File: config.mk
export PLATFORM = sky130hd
export DESIGN_NAME = hazard_unit_flat
export DESIGN_NICKNAME = d
export VERILOG_FILES = /design/src/rtl/hazard_unit_if.sv /design/src/rtl/hazard_unit.sv /design/src/flat_wrapper.sv
export SDC_FILE = /design/constraint.sdc
export NUM_CORES = 1
export LEC_CHECK = 0
export CAP_MARGIN = 20
export CORE_MARGIN = 2
export CORE_UTILIZATION = 48
export CTS_CLUSTER_SIZE = 28
export DETAILED_ROUTE_END_ITERATION = 8
export PLACE_DENSITY = 0.89
export REMOVE_ABC_BUFFERS = 1
export SYNTH_ARGS = -nofsm -noshare
export SYNTH_HDL_FRONTEND = slang
export SYNTH_SLANG_ARGS = --single-unit
File: constraint.sdc
create_clock -name clk -period 3.2 [get_ports clk]
set_clock_uncertainty 0.2 [all_clocks]
set_input_delay 0.48 -clock clk [delete_from_list [all_inputs] [get_ports clk]]
set_output_delay 0.48 -clock clk [all_outputs]
set_load 0.1 [all_outputs]
File: src/rtl/hazard_unit_if.sv
// Purpose: bundle of pipeline-hazard signals between the datapath and hazard_unit.
// Latency: none; plain wires, no storage.
// Backpressure: none carried here; stall/flush outputs are the pipeline's backpressure.
//
// Ports (as seen from the hazard unit, modport slave):
//   in : IFID_rs1, IFID_rs2, IFID_Uses_rs2  decode-stage source registers
//   in : IDEX_rd, IDEX_MemRead              destination / load flag of the EX instruction
//   in : Branch_Taken                       taken branch resolved in EX/MEM
//   in : Counters_Clear                     clear for the performance counters
//   out: PC_Write, IFID_Write               hold controls
//   out: IFID_Flush, IDEX_Flush, EXMEM_Flush bubble/flush controls
//   out: Stall_Count, Flush_Count           saturating performance counters
// The master modport is the pipeline side (drives the inputs, consumes the controls).
interface hazard_unit_if;
  logic [4:0]  IFID_rs1;
  logic [4:0]  IFID_rs2;
  logic        IFID_Uses_rs2;
  logic [4:0]  IDEX_rd;
  logic        IDEX_MemRead;
  logic        Branch_Taken;
  logic        Counters_Clear;

  logic        PC_Write;
  logic        IFID_Write;
  logic        IFID_Flush;
  logic        IDEX_Flush;
  logic        EXMEM_Flush;
  logic [31:0] Stall_Count;
  logic [31:0] Flush_Count;

  modport master (
    output IFID_rs1, IFID_rs2, IFID_Uses_rs2, IDEX_rd, IDEX_MemRead,
           Branch_Taken, Counters_Clear,
    input  PC_Write, IFID_Write, IFID_Flush, IDEX_Flush, EXMEM_Flush,
           Stall_Count, Flush_Count
  );

  modport slave (
    input  IFID_rs1, IFID_rs2, IFID_Uses_rs2, IDEX_rd, IDEX_MemRead,
           Branch_Taken, Counters_Clear,
    output PC_Write, IFID_Write, IFID_Flush, IDEX_Flush, EXMEM_Flush,
           Stall_Count, Flush_Count
  );
endinterface

File: src/rtl/hazard_unit.sv
// Purpose: load-use stall and taken-branch flush control for a 5-stage pipeline, plus event counters.
// Latency: control outputs are combinational (same cycle); counters update on the next clk edge.
// Backpressure: a load-use hazard holds PC and IF/ID for exactly one cycle and bubbles ID/EX.
//
// Ports:
//   clk    pipeline clock (rising edge)
//   reset  synchronous active-high reset: FSM to RUN, counters to zero
//   hif    hazard_unit_if.slave - hazard inputs, pipeline controls, counters
module hazard_unit (
  input  logic          clk,
  input  logic          reset,
  hazard_unit_if.slave  hif
);

  // RUN: normal issue. LU_STALL: the cycle right after a load-use bubble was
  // inserted; the load has moved on to MEM so the same comparison would be
  // stale, which is why load_use is masked here.
  typedef enum logic {
    RUN      = 1'b0,
    LU_STALL = 1'b1
  } state_t;

  state_t      state;
  logic [31:0] stall_cnt;
  logic [31:0] flush_cnt;

  logic        rs1_match;
  logic        rs2_match;
  logic        load_use;
  logic        stall_now;
  logic        flush_now;

  logic        pc_write;
  logic        ifid_write;
  logic        ifid_flush;
  logic        idex_flush;
  logic        exmem_flush;

  // ------------------------------------------------------------------
  // Hazard detection
  // ------------------------------------------------------------------
  // x0 is hard-wired zero, so a load targeting it can never feed a consumer;
  // the rd != 0 term keeps rs1/rs2 == 0 from matching it.
  assign rs1_match = (hif.IDEX_rd == hif.IFID_rs1);
  assign rs2_match = hif.IFID_Uses_rs2 && (hif.IDEX_rd == hif.IFID_rs2);
  assign load_use  = hif.IDEX_MemRead && (hif.IDEX_rd != 5'd0) && (rs1_match || rs2_match);

  // A taken branch squashes the decode instruction anyway, so it wins over
  // load_use; reset masks both so the pipeline runs freely while held.
  assign flush_now = !reset && hif.Branch_Taken;
  assign stall_now = !reset && !hif.Branch_Taken && (state == RUN) && load_use;

  // ------------------------------------------------------------------
  // Control outputs (combinational from state and current inputs)
  // ------------------------------------------------------------------
  always_comb begin
    pc_write    = 1'b1;
    ifid_write  = 1'b1;
    ifid_flush  = 1'b0;
    idex_flush  = 1'b0;
    exmem_flush = 1'b0;

    if (flush_now) begin
      // Kill the three younger instructions fetched down the wrong path;
      // PC keeps writing so the branch target is loaded.
      ifid_flush  = 1'b1;
      idex_flush  = 1'b1;
      exmem_flush = 1'b1;
    end else if (stall_now) begin
      // Freeze fetch/decode and send a bubble into EX for one cycle.
      pc_write    = 1'b0;
      ifid_write  = 1'b0;
      idex_flush  = 1'b1;
    end
  end

  assign hif.PC_Write    = pc_write;
  assign hif.IFID_Write  = ifid_write;
  assign hif.IFID_Flush  = ifid_flush;
  assign hif.IDEX_Flush  = idex_flush;
  assign hif.EXMEM_Flush = exmem_flush;

  // ------------------------------------------------------------------
  // State and counters
  // ------------------------------------------------------------------
  // Every stall moves to LU_STALL and LU_STALL always returns to RUN, so a
  // single load can never cost more than one bubble.
  always_ff @(posedge clk) begin
    if (reset) begin
      state     <= RUN;
      stall_cnt <= 32'd0;
      flush_cnt <= 32'd0;
    end else begin
      state <= stall_now ? LU_STALL : RUN;

      // Clear takes precedence over a same-cycle increment.
      if (hif.Counters_Clear) begin
        stall_cnt <= 32'd0;
        flush_cnt <= 32'd0;
      end else begin
        // Saturate at all-ones rather than wrapping to zero.
        if (stall_now && (stall_cnt != 32'hFFFF_FFFF)) begin
          stall_cnt <= stall_cnt + 32'd1;
        end
        if (flush_now && (flush_cnt != 32'hFFFF_FFFF)) begin
          flush_cnt <= flush_cnt + 32'd1;
        end
      end
    end
  end

  assign hif.Stall_Count = stall_cnt;
  assign hif.Flush_Count = flush_cnt;

endmodule
File: src/flat_wrapper.sv
// flat-port wrapper written by rule: the top's interface ports become plain ports
module hazard_unit_flat 
  (clk, reset, hif_IFID_rs1, hif_IFID_rs2, hif_IFID_Uses_rs2, hif_IDEX_rd, hif_IDEX_MemRead, hif_Branch_Taken, hif_Counters_Clear, hif_PC_Write, hif_IFID_Write, hif_IFID_Flush, hif_IDEX_Flush, hif_EXMEM_Flush, hif_Stall_Count, hif_Flush_Count);
  hazard_unit_if hif_i ();
  input  logic clk;
  input  logic reset;
  input wire logic [$bits(hif_i.IFID_rs1)-1:0] hif_IFID_rs1;
  input wire logic [$bits(hif_i.IFID_rs2)-1:0] hif_IFID_rs2;
  input wire logic [$bits(hif_i.IFID_Uses_rs2)-1:0] hif_IFID_Uses_rs2;
  input wire logic [$bits(hif_i.IDEX_rd)-1:0] hif_IDEX_rd;
  input wire logic [$bits(hif_i.IDEX_MemRead)-1:0] hif_IDEX_MemRead;
  input wire logic [$bits(hif_i.Branch_Taken)-1:0] hif_Branch_Taken;
  input wire logic [$bits(hif_i.Counters_Clear)-1:0] hif_Counters_Clear;
  output wire logic [$bits(hif_i.PC_Write)-1:0] hif_PC_Write;
  output wire logic [$bits(hif_i.IFID_Write)-1:0] hif_IFID_Write;
  output wire logic [$bits(hif_i.IFID_Flush)-1:0] hif_IFID_Flush;
  output wire logic [$bits(hif_i.IDEX_Flush)-1:0] hif_IDEX_Flush;
  output wire logic [$bits(hif_i.EXMEM_Flush)-1:0] hif_EXMEM_Flush;
  output wire logic [$bits(hif_i.Stall_Count)-1:0] hif_Stall_Count;
  output wire logic [$bits(hif_i.Flush_Count)-1:0] hif_Flush_Count;
  assign hif_i.IFID_rs1 = hif_IFID_rs1;
  assign hif_i.IFID_rs2 = hif_IFID_rs2;
  assign hif_i.IFID_Uses_rs2 = hif_IFID_Uses_rs2;
  assign hif_i.IDEX_rd = hif_IDEX_rd;
  assign hif_i.IDEX_MemRead = hif_IDEX_MemRead;
  assign hif_i.Branch_Taken = hif_Branch_Taken;
  assign hif_i.Counters_Clear = hif_Counters_Clear;
  assign hif_PC_Write = hif_i.PC_Write;
  assign hif_IFID_Write = hif_i.IFID_Write;
  assign hif_IFID_Flush = hif_i.IFID_Flush;
  assign hif_IDEX_Flush = hif_i.IDEX_Flush;
  assign hif_EXMEM_Flush = hif_i.EXMEM_Flush;
  assign hif_Stall_Count = hif_i.Stall_Count;
  assign hif_Flush_Count = hif_i.Flush_Count;
  hazard_unit u_core (.clk(clk), .reset(reset), .hif(hif_i));
endmodule
==> results.md, run 1 <==
- Max-cap violation count: 0
- Cell depth of the worst flop-to-flop path: 7
- Largest vdd supply drop: 232 uV
- Startpoint of the worst-slack reg-to-reg timing path: u_core.hif.Stall_Count[0]
- Fraction of the yosys area taken by sequential cells: 40.1%
- Final TNS setup: 0 ns
- Global-route wire length before repair: 13.8 mm
- Total clock buffers created by CTS: 9
- Wire length per cell: 14.8 um
- List of cells traversed by the critical path: clkdlybuf4s50_1 > or4_1 > o21ai_1 > inv_1 > nand2_1 > buf_4 > buf_12
- Placeable core region: 6460 um2
- Overall die width: 86.3 um
- Post-detailed-routing wire length: 8.46 mm
- Async set-or-reset flop fraction in the synthesized netlist: 0%
- CP delay by family, top: buffers and inverters
- Initial antenna violation count: 0
- Data arrival, critical path: 2.26 ns
- Leading post-synthesis cells by instance count: 65 x dfxtp_1, 48 x nor2_1, 30 x nand2_1, 30 x o21ai_0, 28 x a21oi_1
- Insertion delay of the later-clocked pin in the worst-skew pair: 0.34 ns
- TritonCTS clock tree: built
- Y dimension of the die: 86.3 um
- Post-CTS resize count: 0
- Worst Hold Launch: u_core.hif.Stall_Count[6]
- Area Overhead vs Synth: 33.2%
- Ys flop type: dfxtp_1
- Max Clk Rate: 340 MHz
- Worst hold path endpoint: u_core.hif.Stall_Count[6]
- Startpoint type of the worst setup path: input pin
- Crit Path Max Fanout: 5
- Gpl congestion: 0.904
- Kind of end point of the critical path: output pin
- Area of placed instances: 4120 um2
- GRT Total Usage: 22.7%
- Headroom to the max-slew limit: 45.9%
- CP max stage delay: 0.55 ns
- Dominant cell by count in the synthesized netlist: dfxtp_1
- Result of the run: complete, no violations
- Startpoint-to-endpoint class of the critical path: in2out
- Die Outline Area: 7440 um2
- Required time reported for the critical path endpoint: 2.52 ns
- Slowest stage cell on the critical path: or4_1
- Clock slew at reported path FFs: 0.08 ns
- DP HPWL: 6.19 mm
- Final hold vios: 0
- Count of unique library cells instantiated by Yosys: 40
- Layout cell share with drive strength beyond 1: 19.6%
- DR vias/cell: 5.79
- Static power due to leakage: 1.54 nW
- Post-synthesis cell area: 3250 um2
- TritonRoute pass-1 iters: 5
- Post-CTS setup repair buffer count: 0
- Power Dens Cells: 377 nW/um2
- Worst reg2reg path endpoint: u_core.hif.Stall_Count[16]
- Drt initial violations: 140
- Actual slew at the worst max-slew pin: 0.799 ns
- Yosys warning count: 0
- Slack of the worst reg-to-reg path: 0.73 ns
- Remaining global-route overflow: 0
- Clk Tree Root Cell: clkbuf_8
- Path type of the worst min-delay path: reg2reg
- Final period demand of the worst path: 2.94 ns
- Pin count of the biggest net entering global routing: 32
- Flop and latch count out of synthesis: 65
- CTS H-tree depth: 3
- Min-Delay Path Depth: 2
- Vias in the first global route: 2995
- Sum of buffers and inverters on the critical path: 4
- Max-slew violation total from the final report: 0
- Post-route DRC violation count: 0
- Area of all placed cells without fillers: 4330 um2
- Initial core utilization: 50.3%
- Period Utilization, post-route: 91.9%
- Number of flops mapped to enable cells by yosys: 0
- Net count reported at finish: 513
- Share of Yosys cell area claimed by the top area cell type: 40.1%
- Maximum buffer depth of the clock tree: 2
- Number of buffers inserted for hold repair after clock tree synthesis: 0
- Count of final setup violators: 0
- Unrepaired setup endpoints after global routing: false
- Fillers: 548
- Quantity of I/O buffers inserted on ports: 89
- Number of routed nets with antenna violations: 0
- Cell type with the largest total area after synthesis: dfxtp_1
- Number of primary I/O pins: 90
- Synth Area per Inst: 8.16 um2
- Count of clock tree sinks: 65
- Vias: 3313
- Synth top area cells: dfxtp_1 40%, xnor2_1 7.3%, nor2_1 5.5%
- Number of instances in the synthesized netlist: 398
- Row cnt: 29
- Number of diodes added for antenna fixing: 0
==> logic make-up after synthesis <==
logic type / count (synthesis) / share of synthesized area (%)
adders and majority gates: 2 / 0.770
muxes: 1 / 0.308
AOI/OAI and AO/OA: 69 / 11.6
xor gates and xnor gates: 41 / 11.1
buffers and inverters: 24 / 3.39
and+or+nand+nor: 196 / 32.8
DFF: 65 / 40.1
==> registers in the layout, summed over array words and instances, names as in the netlist <==
name / cells
u_core.hif.Flush_Count: 32
u_core.hif.Stall_Count: 32
u_core.state: 1
==> final cells by class <==
class | instances | area (um2) | share of cell area, %
Sequential cell | 65 | 1300 | 30.1
Clock buffer | 12 | 155 | 3.58
Multi-Input combinational cell | 309 | 1840 | 42.6
Timing Repair Buffer | 96 | 846 | 19.5
Clock inverter | 4 | 51.3 | 1.19
Inverter | 9 | 33.8 | 0.781
Tap cell | 77 | 96.3 | 2.23
==> metrics by stage <==
stage / hold WS, ns / worst slack (ns) / util (%) / cells / power [mW]
finish: 0.302 / 0.259 / 67.0 / 572 / 1.63
global route: 0.327 / 0.197 / 67.0 / 572 / 1.68
CTS: 0.305 / 0.257 / 67.0 / 572 / 1.64
detailed placement: 0.295 / 0.263 / 63.8 / 556 / 0.936
global placement: 0.279 / 0.292 / 63.8 / 556 / 0.934
floorplan: 0.508 / -1.20 / - / 383 / 0.880
==> routing by layer <==
layer	up-vias	part of all wire, %	global-route usage [%]
met5	-	0	0
met4	0	1.4	7.81
met3	11	6.2	3.90
met2	108	49	38.3
met1	1573	43	29.3
li1	1621	-	-
==> power breakdown <==
group          switching, mW  internal [mW]
Sequential          0.000858          0.809
Combinational         0.0600         0.0474
Clock                  0.313          0.403
Total                  0.374           1.26
==> cells in the final DEF (no fill, tap or decap), types with 10 or more instances in the layout <==
| cell | n |
|---|---|
| a21oi_1 | 28 |
| and4_1 | 10 |
| buf_4 | 70 |
| clkbuf_8 | 11 |
| clkdlybuf4s50_1 | 20 |
| dfxtp_1 | 65 |
| nand2_1 | 30 |
| nand3_1 | 22 |
| nand4_1 | 25 |
| nor2_1 | 48 |
| o21ai_0 | 30 |
| or3_1 | 27 |
| xnor2_1 | 27 |
| xor2_1 | 14 |
==> worst max-delay path by stage <==
stage                   start                         end  slack [ns]  cells after the start
2_1_floorplan  hif_IDEX_rd[1]              hif_IDEX_Flush       -1.20                      5
3_3_place_gp            reset  u_core.hif.Stall_Count[16]        0.29                      8
3_5_place_dp            reset  u_core.hif.Stall_Count[16]        0.26                      8
4_1_cts        hif_IDEX_rd[1]              hif_IFID_Write        0.26                      7
5_1_grt        hif_IDEX_rd[1]                hif_PC_Write        0.20                      7
6_report       hif_IDEX_rd[1]              hif_IFID_Write        0.26                      7
==> worst register-to-register path, delay by kind of cell (launching register included) <==
kind / cells / cell delay (ns)
DFF: 1 / 0.40
adders and majority gates: 1 / 0.23
AOI/OAI and AO/OA: 1 / 0.36
and+or+nand+nor: 5 / 1.23
Note: power is estimated with default switching activity, not from simulation.
==> run 2: changes to the inputs <==
Settings changed: CORE_UTILIZATION 48 to 30, PLACE_DENSITY 0.89 to 0.63.
Clock period 3.2 ns to 3 ns, I/O delays scaled along.
==> run 2 against run 1 <==
Compared with the run above: first-iteration DRC count fell by 1.4%; via count fell by 0.88%; critical path depth did not move; core utilization fell by 25 points; power barely moved; clock-buffer cell count fell by 1; final area rose by 1.0%; final cell count rose by 11%; combinational power rose by 9%; global-route usage fell by 6.7 points; worst setup slack got worse by 0.15 ns; critical path type unchanged; critical endpoint is now hif_PC_Write; largest cell class unchanged; largest power group unchanged.
==> results.md, run 2 (synthesis gave the netlist of run 1 again) <==
- TritonRoute pass-1 iters: 5
- Result of the run: complete, no violations
- Layout cell share with drive strength beyond 1: 20.1%
- Vias in the first global route: 3112
- Launch point of the critical path: hif_IDEX_rd[1]
- Data arrival, critical path: 2.24 ns
- Drt initial violations: 138
- Slowest stage cell on the critical path: or4_1
- Startpoint-to-endpoint class of the critical path: in2out
- Post-CTS resize count: 0
- Period Utilization, post-route: 96.3%
- Fillers: 1067
- Final period demand of the worst path: 2.89 ns
- Kind of end point of the critical path: output pin
- Headroom to the max-slew limit: 48.6%
- Number of routed nets with antenna violations: 0
- Count of clock tree sinks: 65
- Overall die width: 108 um
- DP HPWL: 6.62 mm
- Wire length per cell: 14.2 um
- Cell total after placement: 618
- Actual slew at the worst max-slew pin: 0.759 ns
- Max-cap violation count: 0
- Pin count of the biggest net entering global routing: 33
- Worst Hold Margin: 0.310 ns
- Post-route DRC violation count: 0
- Die Outline Area: 11700 um2
- Initial antenna violation count: 0
- Post-CTS setup repair buffer count: 0
- List of cells traversed by the critical path: clkdlybuf4s50_1 > or4_1 > o21ai_2 > inv_1 > nand2_1 > buf_4 > buf_12
- TritonCTS clock tree: built
- Final hold vios: 0
- CP delay by family, top: buffers and inverters
- Area of placed instances: 4210 um2
- Remaining global-route overflow: 0
- Area Overhead vs Synth: 34.6%
- Final cell count without fillers: 634
- Post-detailed-routing wire length: 8.99 mm
- FF+latch area: 1300 um2
- Slack of the worst reg-to-reg path: 0.48 ns
- Crit Path Max Fanout: 5
- Cell depth of the worst flop-to-flop path: 6
- End-of-flow core utilization: 42.0%
- Y dimension of the die: 108 um
- Quantity of I/O buffers inserted on ports: 89
- CP max stage delay: 0.56 ns
- Worst reg2reg path endpoint: u_core.hif.Stall_Count[27]
- Largest vdd supply drop: 141 uV
- Startpoint type of the worst setup path: input pin
- Row cnt: 37
- DR vias/cell: 5.18
- Number of diodes added for antenna fixing: 0
- Area of all placed cells without fillers: 4370 um2
- Final TNS setup: 0 ns
- CTS H-tree depth: 3
- Insertion delay of the later-clocked pin in the worst-skew pair: 0.35 ns
- Count of final setup violators: 0
- Most frequent cells in the layout: 74 x buf_4, 65 x dfxtp_1, 48 x nor2_1
- Global-route wire length before repair: 14.9 mm
- Static power due to leakage: 1.53 nW
- Max Clk Rate: 346 MHz
- Number of primary I/O pins: 90
- Placeable core region: 10400 um2
- Critical path depth in cells: 7
- Clk Tree Root Cell: clkbuf_8
- Power Dens Cells: 374 nW/um2
- Clock slew at reported path FFs: 0.08 ns
- Max-slew violation total from the final report: 0
- GRT Total Usage: 15.9%
- Sum of buffers and inverters on the critical path: 4
- Path type of the worst min-delay path: reg2reg
- Vias: 3284
- Most common cell after layout, fill and taps aside: buf_4
- Gpl congestion: 0.832
- Total clock buffers created by CTS: 9
- Number of buffers inserted for hold repair after clock tree synthesis: 0
- Total area of multi-input combinational cells: 1850 um2
- Net count reported at finish: 516
- Startpoint of the worst-slack reg-to-reg timing path: u_core.hif.Stall_Count[15]
- Initial core utilization: 31.2%
- Setup crit end: hif_PC_Write
- Maximum buffer depth of the clock tree: 2
- Required time reported for the critical path endpoint: 2.35 ns
[run 2: cell types whose count changed in the layout (fill, tap and decap cells not counted), sizes merged]
cell      delta
clkinvlp     -1
bufinv       -1
buf          +3
clkinv       +3
clkbuf       -1
[run 2: final cells by class]
cell class                      instances  share of cell area [%]
Tap cell                              136                    3.89
Sequential cell                        65                    29.8
Multi-Input combinational cell        309                    42.3
Timing Repair Buffer                   99                    19.6
Clock buffer                           11                    3.00
Clock inverter                          5                   0.744
Inverter                                9                   0.773
[run 2: tightest hold or removal path, delay by kind of cell, from the launching register on]
| family | cells | cell delay [ns] |
|---|---|---|
| compound gates | 2 | 0.14 |
| flops | 1 | 0.33 |
[run 2: how the worst min path moves through the flow]
stage	cells after the start	start	to	slack (ns)
6_report	2	u_core.hif.Stall_Count[18]	u_core.hif.Stall_Count[18]	0.31
2_1_floorplan	3	reset	u_core.hif.Flush_Count[1]	0.48
5_1_grt	2	u_core.hif.Flush_Count[1]	u_core.hif.Flush_Count[1]	0.35
4_1_cts	2	u_core.hif.Stall_Count[18]	u_core.hif.Stall_Count[18]	0.31
3_5_place_dp	2	u_core.hif.Stall_Count[18]	u_core.hif.Stall_Count[18]	0.30
3_3_place_gp	2	u_core.hif.Stall_Count[6]	u_core.hif.Stall_Count[6]	0.28
[run 2: metal layers]
metal | up-vias | share of wire, % | global-route usage (%)
met5 | - | 0 | 0
met4 | 0 | 1.3 | 5.77
met3 | 12 | 6.4 | 4.46
met2 | 95 | 46 | 23.9
met1 | 1545 | 47 | 21.8
li1 | 1632 | - | -
[run 2: report_power, final]
group / internal (mW) / leakage (nW) / switching, mW / total [mW]
clock: 0.299 / 0.0870 / 0.354 / 0.653
sequential: 0.863 / 0.523 / 0.00100 / 0.864
combinational: 0.0522 / 0.922 / 0.0647 / 0.117
[run 2: stage by stage]
stage                     power [mW]  worst slack, ns
final                           1.63            0.110
after global routing            1.70         -0.00297
after CTS                       1.66           0.0685
after detailed placement        1.00           0.0289
after global placement          1.00           0.0806
after floorplan                0.939            -1.34
==> run 3: changes to the inputs <==
Settings changed: CAP_MARGIN 20 to default, CORE_MARGIN 2 to 8.
==> run 3 against run 2 <==
Compared with the run above: register-to-register slack gained 0.05 ns; final area grew 2.1%; sequential share of layout area shrank 0.63 points; power grew 12%; largest cell class unchanged; critical path depth is the same.
==> results.md, run 3 (synthesis gave the netlist of run 1 again) <==
- Result of the run: complete, no violations
- Number of primary I/O pins: 90
- Die Outline Area: 14400 um2
- Most frequent cells in the layout: 75 x buf_4, 65 x dfxtp_1, 48 x nor2_1
- Sw Share: 22.2%
- Area Overhead vs Synth: 37.5%
- Pin count of the biggest net entering global routing: 38
- Headroom to the max-slew limit: 62.2%
- Post-CTS resize count: 0
- Startpoint-to-endpoint class of the critical path: in2out
- Vias in the first global route: 3180
- Comb power frac: 6.3%
- Fillers: 1083
- Total area of multi-input combinational cells: 1840 um2
- Number of routed nets with antenna violations: 0
- Worst Hold Margin: 0.304 ns
- TritonRoute pass-1 iters: 4
- Routed met1 length: 4.21 mm
- DR vias/cell: 5.09
- Highest Signal Layer: met4
- Data arrival, critical path: 2.20 ns
- List of cells traversed by the critical path: clkdlybuf4s50_1 > or4_1 > o21ai_1 > inv_1 > nand2_1 > buf_4 > buf_12
- Gpl congestion: 0.817
- Post-detailed-routing wire length: 9.32 mm
- Overall die width: 120 um
- Required time reported for the critical path endpoint: 2.35 ns
- Max-cap violation count: 0
- Internal Pwr Total: 1.42 mW
- Vias: 3257
- Row cnt: 38
- CP max stage delay: 0.53 ns
- Count of final setup violators: 0
- Fraction of power consumed by sequential logic: 47.1%
- Max Clk Rate: 351 MHz
- DP HPWL: 7.10 mm
- CTS H-tree depth: 3
- Clk Tree Root Cell: clkbuf_8
- Drt initial violations: 150
- Count of clock tree sinks: 65
- Insertion delay of the later-clocked pin in the worst-skew pair: 0.34 ns
- Quantity of I/O buffers inserted on ports: 89
- Post-route DRC violation count: 0
- Number of buffers inserted for hold repair after clock tree synthesis: 0
- Static power due to leakage: 1.58 nW
- Most common cell after layout, fill and taps aside: buf_4
- Y dimension of the die: 120 um
- Final period demand of the worst path: 2.85 ns
- GRT Total Usage: 13.1%
- Path type of the worst min-delay path: reg2reg
- Net count reported at finish: 518
- Routed met3 length: 743 um
- Max-slew violation total from the final report: 0
- FF+latch area: 1300 um2
- Part of the power in the clock network: 46.6%
- Slowest stage cell on the critical path: or4_1
- Startpoint type of the worst setup path: input pin
- Wire length per cell: 14.6 um
- Wire length on met2: 4.27 mm
- End-of-flow core utilization: 41.8%
- Clock slew at reported path FFs: 0.07 ns
- Initial core utilization: 30.4%
- Placeable core region: 10700 um2
- Largest vdd supply drop: 214 uV
- TritonCTS clock tree: built
- Total clock buffers created by CTS: 9
- Power Dens Cells: 410 nW/um2
- Final TNS setup: 0 ns
- Number of diodes added for antenna fixing: 0
- Remaining global-route overflow: 0
- Unrepaired setup endpoints after global routing: false
- Reported net switching power: 408 uW
- Period Utilization, post-route: 95.0%
- Maximum buffer depth of the clock tree: 2
- Actual slew at the worst max-slew pin: 0.565 ns
- Crit Path Max Fanout: 5
- Post-CTS setup repair buffer count: 0
- PnR Total Power: 1.83 mW
- Layout cell share with drive strength beyond 1: 20.6%
- Kind of end point of the critical path: output pin
- Final hold vios: 0
- Initial antenna violation count: 0
- Global-route wire length before repair: 15.6 mm
run 3: final timing paths:
check,startpoint,endpoint,slack (ns),cells past startpoint
worst max-delay path,hif_IDEX_rd[1],hif_PC_Write,0.15,7
worst min-delay path,u_core.hif.Stall_Count[6],u_core.hif.Stall_Count[6],0.30,2
worst max register to register,u_core.hif.Stall_Count[0],u_core.hif.Stall_Count[16],0.53,7
worst min register to register,u_core.hif.Stall_Count[6],u_core.hif.Stall_Count[6],0.30,2
run 3: per-stage QoR:
stage	cell area (um2)	cells	setup WS (ns)
floorplan	3170	383	-1.34
global placement	4240	624	0.0497
detailed placement	4240	624	0.0482
CTS	4470	640	0.117
global route	4470	640	0.0396
finish	4470	640	0.149
run 3: metal layers:
layer / global-route usage [%] / vias to the layer above
li1: - / 1632
met1: 15.9 / 1530
met2: 21.1 / 85
met3: 5.59 / 10
met4: 3.04 / 0
met5: 0 / -
run 3: layout make-up:
class,instances,area share (%)
Clock inverter,5,1.74
Sequential cell,65,29.1
Tap cell,140,3.92
Clock buffer,11,3.39
Inverter,9,0.756
Multi-Input combinational cell,309,41.3
Timing Repair Buffer,101,19.8
run 3: power groups by stage:
stage                     sequential, mW  combinational, mW  clock [mW]
final                              0.864              0.115       0.854
after global routing               0.864              0.122       0.923
after CTS                          0.864              0.117       0.875
after detailed placement           0.884              0.116           0
after global placement             0.884              0.116           0
after floorplan                    0.888             0.0509           0
run 3: critical path: cells and delay by family:
kind / cells / cell delay (ns)
and+or+nand+nor: 2 / 0.62
AOI/OAI and AO/OA: 1 / 0.21
buffers and inverters: 4 / 0.91
